[config.mk]
export PLATFORM = sky130hd
export DESIGN_NAME = mis_stimulus_gen
export DESIGN_NICKNAME = d
export VERILOG_FILES = /design/src/rtl/mis_stimulus_gen.sv
export SDC_FILE = /design/constraint.sdc
export NUM_CORES = 1
export LEC_CHECK = 0
export ABC_AREA = 1
export CORE_ASPECT_RATIO = 1.1
export CORE_UTILIZATION = 61
export CTS_CLUSTER_SIZE = 16
export DETAILED_ROUTE_END_ITERATION = 10
export MAX_ROUTING_LAYER = met4
export PLACE_DENSITY_LB_ADDON = 0.1
export SKIP_LAST_GASP = 1
export SLEW_MARGIN = 30
export SYNTH_ARGS = -nofsm -noshare
export SYNTH_HDL_FRONTEND = slang
export SYNTH_SLANG_ARGS = --single-unit
[constraint.sdc]
create_clock -name clk -period 5.1 [get_ports clk]
set_input_delay 1.02 -clock clk [delete_from_list [all_inputs] [get_ports clk]]
set_output_delay 1.02 -clock clk [all_outputs]
set_load 0.005 [all_outputs]
[src/rtl/mis_stimulus_gen.sv]
// Stimulus source for multiple-input-switching delay experiments on a two-input NOR chain.
// Drives A1/A2 with cycle-exact skewed edges, repeated for a programmable number of trials.
module mis_stimulus_gen #(
  parameter int CNT_W   = 8,
  parameter int REP_W   = 8,
  parameter int GAP_CYC = 16
) (
  input  logic             clk,
  input  logic             rst_n,
  input  logic             start,
  input  logic             abort,
  input  logic             polarity,
  input  logic [CNT_W-1:0] delay_a,
  input  logic [CNT_W-1:0] delay_b,
  input  logic [CNT_W-1:0] hold_len,
  input  logic [REP_W-1:0] num_reps,
  output logic             stim_a1,
  output logic             stim_a2,
  output logic             busy,
  output logic             done,
  output logic [REP_W-1:0] rep_cnt
);

  localparam int GAP_W = (GAP_CYC > 1) ? $clog2(GAP_CYC) : 1;
  localparam logic [GAP_W-1:0] GAP_LAST = GAP_W'(GAP_CYC - 1);

  typedef enum logic [1:0] {
    S_IDLE = 2'd0,
    S_RUN  = 2'd1,
    S_GAP  = 2'd2,
    S_DONE = 2'd3
  } state_e;

  state_e           state_q, state_d;
  logic             pol_q, pol_d;
  logic [CNT_W-1:0] da_q, da_d;
  logic [CNT_W-1:0] db_q, db_d;
  logic [CNT_W:0]   t_end_q, t_end_d;
  logic [CNT_W:0]   t_q, t_d;
  logic [REP_W-1:0] reps_q, reps_d;
  logic [REP_W-1:0] rep_q, rep_d;
  logic [GAP_W-1:0] gap_q, gap_d;
  logic             a1_q, a1_d;
  logic             a2_q, a2_d;
  logic             busy_q, busy_d;
  logic             done_q, done_d;

  logic [CNT_W-1:0] max_delay;
  logic [CNT_W-1:0] hold_eff;
  logic             idle_lvl;

  // Next-state, datapath and output computation for the trial sequencer
  always_comb begin
    state_d  = state_q;
    pol_d    = pol_q;
    da_d     = da_q;
    db_d     = db_q;
    t_end_d  = t_end_q;
    t_d      = t_q;
    reps_d   = reps_q;
    rep_d    = rep_q;
    gap_d    = gap_q;
    a1_d     = a1_q;
    a2_d     = a2_q;
    busy_d   = busy_q;
    done_d   = 1'b0;
    idle_lvl = ~pol_q;

    max_delay = (delay_a > delay_b) ? delay_a : delay_b;
    hold_eff  = (hold_len == {CNT_W{1'b0}}) ? CNT_W'(1) : hold_len;

    case (state_q)
      S_IDLE: begin
        a1_d = idle_lvl;
        a2_d = idle_lvl;
        if (start) begin
          // The new run's idle level applies from the acceptance edge onward
          pol_d   = polarity;
          da_d    = delay_a;
          db_d    = delay_b;
          t_end_d = {1'b0, max_delay} + {1'b0, hold_eff};
          reps_d  = num_reps;
          rep_d   = {REP_W{1'b0}};
          t_d     = {(CNT_W+1){1'b0}};
          busy_d  = 1'b1;
          a1_d    = ~polarity;
          a2_d    = ~polarity;
          if (num_reps != {REP_W{1'b0}}) begin
            state_d = S_RUN;
          end else begin
            state_d = S_DONE;
            done_d  = 1'b1;
          end
        end else begin
          state_d = S_IDLE;
        end
      end
      S_RUN: begin
        if (abort) begin
          state_d = S_IDLE;
          a1_d    = idle_lvl;
          a2_d    = idle_lvl;
          busy_d  = 1'b0;
        end else if (t_q == t_end_q) begin
          state_d = S_GAP;
          a1_d    = idle_lvl;
          a2_d    = idle_lvl;
          gap_d   = {GAP_W{1'b0}};
          rep_d   = (rep_q < reps_q) ? (rep_q + REP_W'(1)) : rep_q;
        end else begin
          a1_d = (t_q >= {1'b0, da_q}) ? pol_q : idle_lvl;
          a2_d = (t_q >= {1'b0, db_q}) ? pol_q : idle_lvl;
          t_d  = t_q + (CNT_W+1)'(1);
        end
      end
      S_GAP: begin
        a1_d = idle_lvl;
        a2_d = idle_lvl;
        if (abort) begin
          state_d = S_IDLE;
          busy_d  = 1'b0;
        end else if (gap_q == GAP_LAST) begin
          if (rep_q < reps_q) begin
            state_d = S_RUN;
            t_d     = {(CNT_W+1){1'b0}};
          end else begin
            state_d = S_DONE;
            done_d  = 1'b1;
          end
        end else begin
          gap_d = gap_q + GAP_W'(1);
        end
      end
      S_DONE: begin
        state_d = S_IDLE;
        a1_d    = idle_lvl;
        a2_d    = idle_lvl;
        busy_d  = 1'b0;
      end
      default: begin
        state_d = S_IDLE;
        a1_d    = idle_lvl;
        a2_d    = idle_lvl;
        busy_d  = 1'b0;
      end
    endcase
  end

  // State and configuration registers; outputs are taken straight from these flops
  always_ff @(posedge clk or negedge rst_n) begin
    if (!rst_n) begin
      state_q <= S_IDLE;
      pol_q   <= 1'b1;
      da_q    <= {CNT_W{1'b0}};
      db_q    <= {CNT_W{1'b0}};
      t_end_q <= {(CNT_W+1){1'b0}};
      t_q     <= {(CNT_W+1){1'b0}};
      reps_q  <= {REP_W{1'b0}};
      rep_q   <= {REP_W{1'b0}};
      gap_q   <= {GAP_W{1'b0}};
      a1_q    <= 1'b0;
      a2_q    <= 1'b0;
      busy_q  <= 1'b0;
      done_q  <= 1'b0;
    end else begin
      state_q <= state_d;
      pol_q   <= pol_d;
      da_q    <= da_d;
      db_q    <= db_d;
      t_end_q <= t_end_d;
      t_q     <= t_d;
      reps_q  <= reps_d;
      rep_q   <= rep_d;
      gap_q   <= gap_d;
      a1_q    <= a1_d;
      a2_q    <= a2_d;
      busy_q  <= busy_d;
      done_q  <= done_d;
    end
  end

  assign stim_a1 = a1_q;
  assign stim_a2 = a2_q;
  assign busy    = busy_q;
  assign done    = done_q;
  assign rep_cnt = rep_q;

endmodule

== Word-level counts from Yosys, hierarchy flattened ==
Cells that the tools add are included.
Cells by class
  add/sub/neg operators: 4
  $mul: 0
  bitwise gates (word level): 2
  divide/modulo/power cells: 0
  magnitude comparators: 4
  shift operators: 0
  eq/ne operators: 17
  muxes and demuxes: 45
  reductions and logical operators: 14
Operators with widths (count)
  9-bit 2-to-1 mux: 6
  8-bit 2-to-1 mux: 6
  9-bit case mux with 3 select lines: 1
  9-bit by 8-bit greater-or-equal comparator with 1-bit output: 2
  2-bit != test, second input constant: 9
  4-bit 2-to-1 mux: 4
  8-bit case mux with 2 select lines: 1
  1-bit 2-to-1 mux: 14
  2-bit 2-to-1 mux: 7
  5-bit AND reduction: 2
  8-bit by 8-bit adder with 9-bit output: 1
  9-bit by 1-bit adder with 9-bit output, second input constant: 1
  9-bit == test: 1
  1-bit case mux with 3 select lines: 3
  8-bit by 1-bit adder with 8-bit output, second input constant: 1
  8-bit > comparator: 1
  8-bit zero test: 1
  8-bit less-than comparator: 1
  2-bit case mux with 4 select lines: 1
  4-bit case mux with 2 select lines: 1
  8-bit nonzero test: 1
  7-bit AND reduction: 1
  3-bit != test, second input constant: 2
  2-bit AND reduction: 3
  11 further kinds: 15
Storage, ports and cells
  bits in read-only memories: 0
  RAM bits: 0
  register bits after elaboration: 61
  word-level logic and storage cells: 99
  output and inout port bits: 12
  latch bits: 0
  memories: 0

== Logic depth before layout (Yosys ltp) ==
Gate-level depths: netlist (run 1).
  word-level depth: 5
  mapped depth: 23
  mapped depth without buffers: 22

== Worst setup path after synthesis (run 1) ==
OpenSTA, ideal clock, no wires.
  path type: in2reg
  start point: input delay_b[7]
  end point: register t_end_q[8]
  library setup time: 0.077 ns
  arrival: 3.465 ns
  cell stages on the path: 21
  slack: 1.557 ns
  buffers on the path: 1
  path through: inv_1 > ha_1 > nand2_1 > nor2_1 > nand3_1 > o21ai_1 > buf_2 > nand2_1 > o21ai_0 > ha_1 > inv_1 > fa_1 > inv_1 > nand3_1 > nand2_1 > nand2_1 > nand2_1 > a21oi_1 > o21ai_0 > nand2_1 > a21oi_1
Between the ends
  word-level cells in the longest chain between the ends: 3
Ends and longest elaborated chain
  from (decl): RTL line 14  | input logic [CNT_W-1:0] delay_b,
  8-bit > comparator: RTL line 69  | max_delay = (delay_a > delay_b) ? delay_a : delay_b;
  8-bit 2-to-1 mux *: RTL line 69
  8-bit by 8-bit adder with 9-bit output *: RTL line 81  | t_end_d = {1'b0, max_delay} + {1'b0, hold_eff};
  to (signal assigned): RTL line 156  | t_end_q <= {(CNT_W+1){1'b0}};
  to (signal assigned): RTL line 170  | t_end_q <= t_end_d;
  to (decl): RTL line 38  | logic [CNT_W:0] t_end_q, t_end_d;
Mark *: on every way between the ends. The rest lies on a longest branch, timed or not.
A chain may end at the register's enable or synchronous reset.

== Worst setup path in the final report (run 1) ==
  start point: input delay_b[7]
  end point: register t_end_q[6]
Between the ends
  word-level cells in the longest chain between the ends: 3
Ends and longest elaborated chain (RTL line)
  8-bit > comparator: 69
  8-bit 2-to-1 mux: 69
  8-bit by 8-bit adder with 9-bit output: 81
No other way between the ends.

==> impl_metrics.json, run 1 <==
{
  "fin_tns_setup_ns": 0,
  "path_cells": "clkdlybuf4s50_1 > inv_1 > ha_1 > nand2_1 > nor2_1 > nand3_1 > o21ai_1 > nand2_1 > o21ai_0 > ha_1 > inv_1 > fa_1 > inv_1 > nand3_1 > nand2_1 > nand2_1 > nand2_1 > a21oi_1 > xor2_1 > o21ai_0",
  "status": "finished, final reports clean",
  "grt_overflow": 0,
  "placed_cells": 668,
  "path_clk_slew_ns": 0.07,
  "hold_path_class": "register to register",
  "cts_buffers": 9,
  "p_total_mw": 2.19,
  "cap_violations": 0,
  "crit_buf_inv": 4,
  "slowest_delay_ns": 0.68,
  "start_util_pct": 64.1,
  "rows": 31,
  "layout_commonest_cell": "nand2_1",
  "slew_viol_final": 0,
  "power.density_nw_per_um2": 439,
  "ys_top_cells_by_area": "dfrtp_1 (35%), nand2_1 (14%), ha_1 (13%), inv_1 (6.2%), o21ai_0 (5.6%)",
  "vias": 3717,
  "coreArea_um2": 6670,
  "syn_inst": 556,
  "synth_fp_nets": 640,
  "worst_path_most_repeated_cell": "nand2_1",
  "path_delay_family": "compound AO/OA/AOI/OAI gates",
  "drc": 0,
  "finalSetupViolCount": 0,
  "crit_cells": 20,
  "numPortBuffers": 48,
  "cts_hold_buf": 0,
  "dr.first_iter.drc_count": 177,
  "startpoint": "delay_b[7]",
  "track_usage_pct": 29.1,
  "crit_path_end": "t_end_q[6]",
  "rsz0062_at_grt": "false",
  "pin_count": 49,
  "dieArea_um2": 7350,
  "diodes": 0,
  "worst_pin_slew_ns": 0.867,
  "critPathMaxFanout": 16,
  "synth_top_cell_area_share_pct": 35.1,
  "gp_congestion": 0.898,
  "avgViaCountPerCell": 5.43,
  "ys_seq_area_share_pct": 35.7,
  "cts_tree": "done",
  "fmax_mhz": 235,
  "htree_levels": 3,
  "timing.final.crit_share_pct": 83.5,
  "reg2reg_to": "rep_cnt[5]",
  "arrival_ns": 4.49,
  "grt_pass1_vias": 3588,
  "cts-root-buf": "clkbuf_8",
  "r2r_start": "state_q[0]",
  "ys_ff_latch": 61,
  "synth_area_um2": 4280,
  "async_reset_ff_share_pct": 100,
  "syn2layout_area_growth_pct": 17.0,
  "setup.worst_path.end_class": "register",
  "place_ws_ns": 0.543,
  "synth_edf_count": 0,
  "hpwlAfterDp_um": 6970,
  "fin_hold_ws_ns": 0.492,
  "stdcell_count": 684,
  "cp.required_ns": 5.33,
  "crit_path_start_kind": "primary input",
  "antenna_found_initial": 0,
  "ys_warn_count": 0,
  "firstDrtPassIters": 5,
  "period_needed_ns": 4.26,
  "final_cell_mix": "nand2_1 (159), inv_1 (71), dfrtp_1 (60), o21ai_0 (48), clkdlybuf4s50_1 (47)",
  "worst-r2r-cell-count": 11,
  "final_nets": 681,
  "path_class": "primary input to register",
  "post_cts_buffers": 0,
  "die_y_um": 89.8,
  "worst_path_max_delay_cell": "o21ai_1",
  "ir_worst_vdd_mv": 0.288,
  "layout_setup_ws_ns": 0.842,
  "drt.antenna.violating_nets": 0,
  "grt_pass1_wl_um": 16100,
  "synth_area_per_cell_um2": 7.69,
  "routed_wl_um": 9200,
  "synth_cell_types": 37,
  "wl_per_cell_um": 13.5,
  "clk_path_buf_depth": 2,
  "synth_ff_type": "dfrtp_1",
  "clock_latency_ns": 0.34,
  "rrSetupSlack_ns": 2.41,
  "final_layout_size_suffix_gt1_share_pct": 8.80,
  "p_leak_nw": 2.53,
  "clock_sinks": 61,
  "finClkSkew_ns": 0.0124,
  "yosysTopAreaCell": "dfrtp_1",
  "grt_max_degree": 62,
  "cts-resized-gates": 0,
  "relSlewSlack_pct": 41.8,
  "die-width_um": 81.8,
  "hold_violations": 0
}
cell type report:
type	count	area [um2]
multi-input cells	403	2380
fillers	522	1670
flip-flops and latches	61	1530
repair buffers	50	490
inverters	72	270
clock buffers	13	169
well taps	82	103
clock inverters	3	67.6
per-layer routing:
metal,share of wire [%],vias up,GRT usage [%]
li1,-,1868,-
met5,0,-,-
met4,2.3,0,11.8
met3,3.8,22,4.16
met2,46,104,44.2
met1,48,1723,38.8
worst reg2reg max path, delay by kind of cell, from the launching register on:
kind            cells  cell delay (ns)
compound gates      2             0.31
fa+ha+maj           1             0.24
flops               1             0.37
buf+inv             4             1.11
simple gates        4             0.56
power by group:
group	switching, mW	total [mW]	internal, mW
Sequential	0.110	0.761	0.651
Clock	0.189	0.505	0.316
Combinational	0.583	0.929	0.346
stage by stage:
| stage | cell area, um2 | utilization (%) |
|---|---|---|
| 4_1_cts | 5000 | 75.0 |
| 5_1_grt | 5000 | 75.0 |
| 2_1_floorplan | 4280 | - |
| 6_report | 5000 | 75.0 |
| 3_3_place_gp | 4770 | 71.5 |
| 3_5_place_dp | 4770 | 71.5 |
flip-flops by register name, indices dropped and copies added, names as in the netlist, 2 cells and up:
name and cells:
db_q 8, state_q 2, t_q 9, reps_q 8, t_end_q 9, rep_cnt 8
da_q 8, gap_q 4
synth_stat cells, types with 2 or more instances:
library cell	instances
nand2_1	159
inv_1	71
dfrtp_1	60
o21ai_0	48
ha_1	46
nand3_1	29
nor2_1	28
a21oi_1	24
clkbuf_1	15
o21ai_2	13
xor2_1	11
xnor2_1	8
or2_2	5
buf_6	3
nand2_2	3
nand2_4	3
nand3b_1	3
nand4_1	3
a31o_2	2
nor2_2	2
nor4_1	2
o21ai_1	2
o31ai_1	2
kinds of logic after synthesis:
group / Yosys count / share of synthesized area (%)
flops: 61 / 35.7
compound gates: 97 / 13.7
fa+ha+maj: 47 / 13.9
simple gates: 239 / 23.7
xor+xnor: 20 / 4.27
buf+inv: 92 / 8.72
worst min path at each step:
stage                    from        end  slack [ns]  cells after the start
floorplan           reps_q[0]  reps_q[0]        0.45                      2
global placement      da_q[3]    da_q[3]        0.47                      2
detailed placement    da_q[4]    da_q[4]        0.47                      2
CTS                   db_q[1]    db_q[1]        0.49                      2
global route          da_q[7]    da_q[7]        0.53                      2
finish                da_q[4]    da_q[4]        0.49                      2
Power figures use the tool's default switching activity.
==> run 2: changes to the inputs <==
--- a/config.mk
+++ b/config.mk
@@ -7,7 +7,7 @@
 export LEC_CHECK = 0
 export ABC_AREA = 1
 export CORE_ASPECT_RATIO = 1.1
-export CORE_UTILIZATION = 61
+export CORE_UTILIZATION = 57
 export CTS_CLUSTER_SIZE = 16
 export DETAILED_ROUTE_END_ITERATION = 10
 export MAX_ROUTING_LAYER = met4
==> constraint.sdc (replaced) <==
create_clock -name clk -period 4.4 [get_ports clk]
set_input_delay 0.88 -clock clk [delete_from_list [all_inputs] [get_ports clk]]
set_output_delay 0.88 -clock clk [all_outputs]
set_load 0.005 [all_outputs]
==> impl_metrics.json, run 2 (synthesis gave the netlist of run 1 again) <==
{
  "switchingPower_mw": 1.01,
  "start_util_pct": 60.0,
  "numPortBuffers": 48,
  "rrSetupSlack_ns": 1.96,
  "reg_top3": "t_end_q (9), t_q (9)",
  "grt_overflow": 0,
  "grt_max_degree": 49,
  "layout_setup_ws_ns": 0.622,
  "layout_commonest_cell": "nand2_1",
  "cts-root-buf": "clkbuf_8",
  "htree_levels": 3,
  "slew_viol_final": 0,
  "vias": 3590,
  "finClkSkew_ns": 0.0137,
  "fillers": 619,
  "place_ws_ns": 0.271,
  "clock_power_share_pct": 18.6,
  "final_layout_size_suffix_gt1_share_pct": 9.12,
  "syn2layout_area_growth_pct": 15.9,
  "clock_sinks": 61,
  "hold_violations": 0,
  "post_cts_buffers": 0,
  "fin_hold_ws_ns": 0.479,
  "swShare_pct": 42.4,
  "finalSetupViolCount": 0,
  "hold_path_class": "register to register",
  "die_y_um": 92.8,
  "power.density_nw_per_um2": 481,
  "multiInputGateArea_um2": 2380,
  "path_class": "primary input to register",
  "cts-resized-gates": 0,
  "drc": 0,
  "regArea_um2": 1530,
  "coreArea_um2": 7130,
  "pin_count": 49,
  "grt_pass1_wl_um": 15500,
  "reg2reg_to": "t_q[2]",
  "gp_congestion": 0.864,
  "cap_violations": 0,
  "ir_worst_vdd_mv": 0.310,
  "setup.worst_path.end_class": "register",
  "dieArea_um2": 7850,
  "wl_per_cell_um": 13.1,
  "min-delay-start": "reps_q[0]",
  "rsz0062_at_grt": "false",
  "routed_wl_um": 9010,
  "path_clk_slew_ns": 0.07,
  "clk_path_buf_depth": 2,
  "rows": 32,
  "pwr-share-seq_pct": 36.8,
  "cp.required_ns": 4.63,
  "die-width_um": 84.6,
  "min_path_cells": 2,
  "hpwlAfterDp_um": 6960,
  "track_usage_pct": 26.2,
  "worst_pin_slew_ns": 0.860,
  "period_needed_ns": 3.78,
  "worst-r2r-cell-count": 8,
  "p_leak_nw": 2.50,
  "antenna_found_initial": 0,
  "avgViaCountPerCell": 5.22,
  "diodes": 0,
  "holdPathEnd": "reps_q[0]",
  "clock_latency_ns": 0.35,
  "timing.final.crit_share_pct": 85.9,
  "final_util_pct": 69.5,
  "final_nets": 682,
  "firstDrtPassIters": 7,
  "crit_path_start_kind": "primary input",
  "dr.first_iter.drc_count": 190,
  "p_total_mw": 2.38,
  "fmax_mhz": 265,
  "cts_buffers": 9,
  "p_int_mw": 1.37,
  "cts_tree": "done",
  "status": "finished, final reports clean",
  "critPathMaxFanout": 9,
  "relSlewSlack_pct": 42.7,
  "p_comb_share_pct": 44.5,
  "drt.antenna.violating_nets": 0,
  "arrival_ns": 4.00,
  "fin_tns_setup_ns": 0,
  "r2r_start": "state_q[1]",
  "grt_pass1_vias": 3426,
  "final_cell_mix": "nand2_1 (159), inv_1 (71), dfrtp_1 (60), o21ai_0 (48), clkdlybuf4s50_1 (47)",
  "cts_hold_buf": 0
}
## run 2: metal layers
metal  wire length, um  vias to the layer above  global-route usage (%)
met5                 0                        -                       -
met1              4380                     1628                    34.0
met3               338                       11                    4.72
met2              4130                       80                    40.7
met4               153                        0                    10.5
li1                  -                     1871                       -
## run 2: final cells by class
| cell class | count | area share, % |
|---|---|---|
| clock buffer | 10 | 2.78 |
| clock inverter | 6 | 0.783 |
| inverter | 72 | 5.45 |
| multi-input combinational | 403 | 48.0 |
| sequential | 61 | 30.8 |
| tap | 85 | 2.15 |
| timing repair buffer | 51 | 10.1 |
## run 2: worst max-delay path, cell delays in order
cell             delay, ns
clkdlybuf4s50_1       0.48
inv_1                 0.06
ha_1                  0.29
nand2_1               0.09
nor2_1                0.14
nand3_1               0.08
o21ai_1               0.38
buf_4                 0.23
o21ai_0               0.09
ha_1                  0.35
nand2_1               0.09
inv_1                 0.05
a21oi_1               0.25
nor2_1                0.06
o21ai_0               0.22
nand3b_1              0.12
nand3_1               0.09
nand2_1               0.06
## run 2: worst max-delay path by stage
stage | from | end | slack, ns | depth (start not counted)
after floorplan | delay_b[7] | t_end_q[8] | 1.0 | 21
after global placement | delay_b[7] | t_end_q[8] | 0.44 | 21
after detailed placement | delay_b[7] | t_end_q[7] | 0.27 | 18
after CTS | delay_b[7] | t_end_q[7] | 0.62 | 18
after global routing | delay_b[7] | t_end_q[7] | 0.20 | 20
final | delay_b[7] | t_end_q[7] | 0.62 | 18
## run 2: power by group through the flow
stage	clock network [mW]	logic, mW	registers [mW]
floorplan	0	0.816	0.855
global placement	0	1.02	0.879
detailed placement	0	1.05	0.887
CTS	0.452	1.06	0.877
global route	0.478	1.22	0.899
finish	0.444	1.06	0.877
## run 2: through the flow
stage | cells | cell area (um2)
2_1_floorplan | 556 | 4280
3_5_place_dp | 672 | 4780
5_1_grt | 688 | 4950
6_report | 688 | 4950
3_3_place_gp | 672 | 4780
4_1_cts | 688 | 4950
==> run 3: changes to the inputs <==
--- a/config.mk
+++ b/config.mk
@@ -12,7 +12,6 @@
 export DETAILED_ROUTE_END_ITERATION = 10
 export MAX_ROUTING_LAYER = met4
 export PLACE_DENSITY_LB_ADDON = 0.1
-export SKIP_LAST_GASP = 1
 export SLEW_MARGIN = 30
 export SYNTH_ARGS = -nofsm -noshare
 export SYNTH_HDL_FRONTEND = slang
==> results of run 3 <==
Final layout, timing and power as in run 2 (identical DEF).
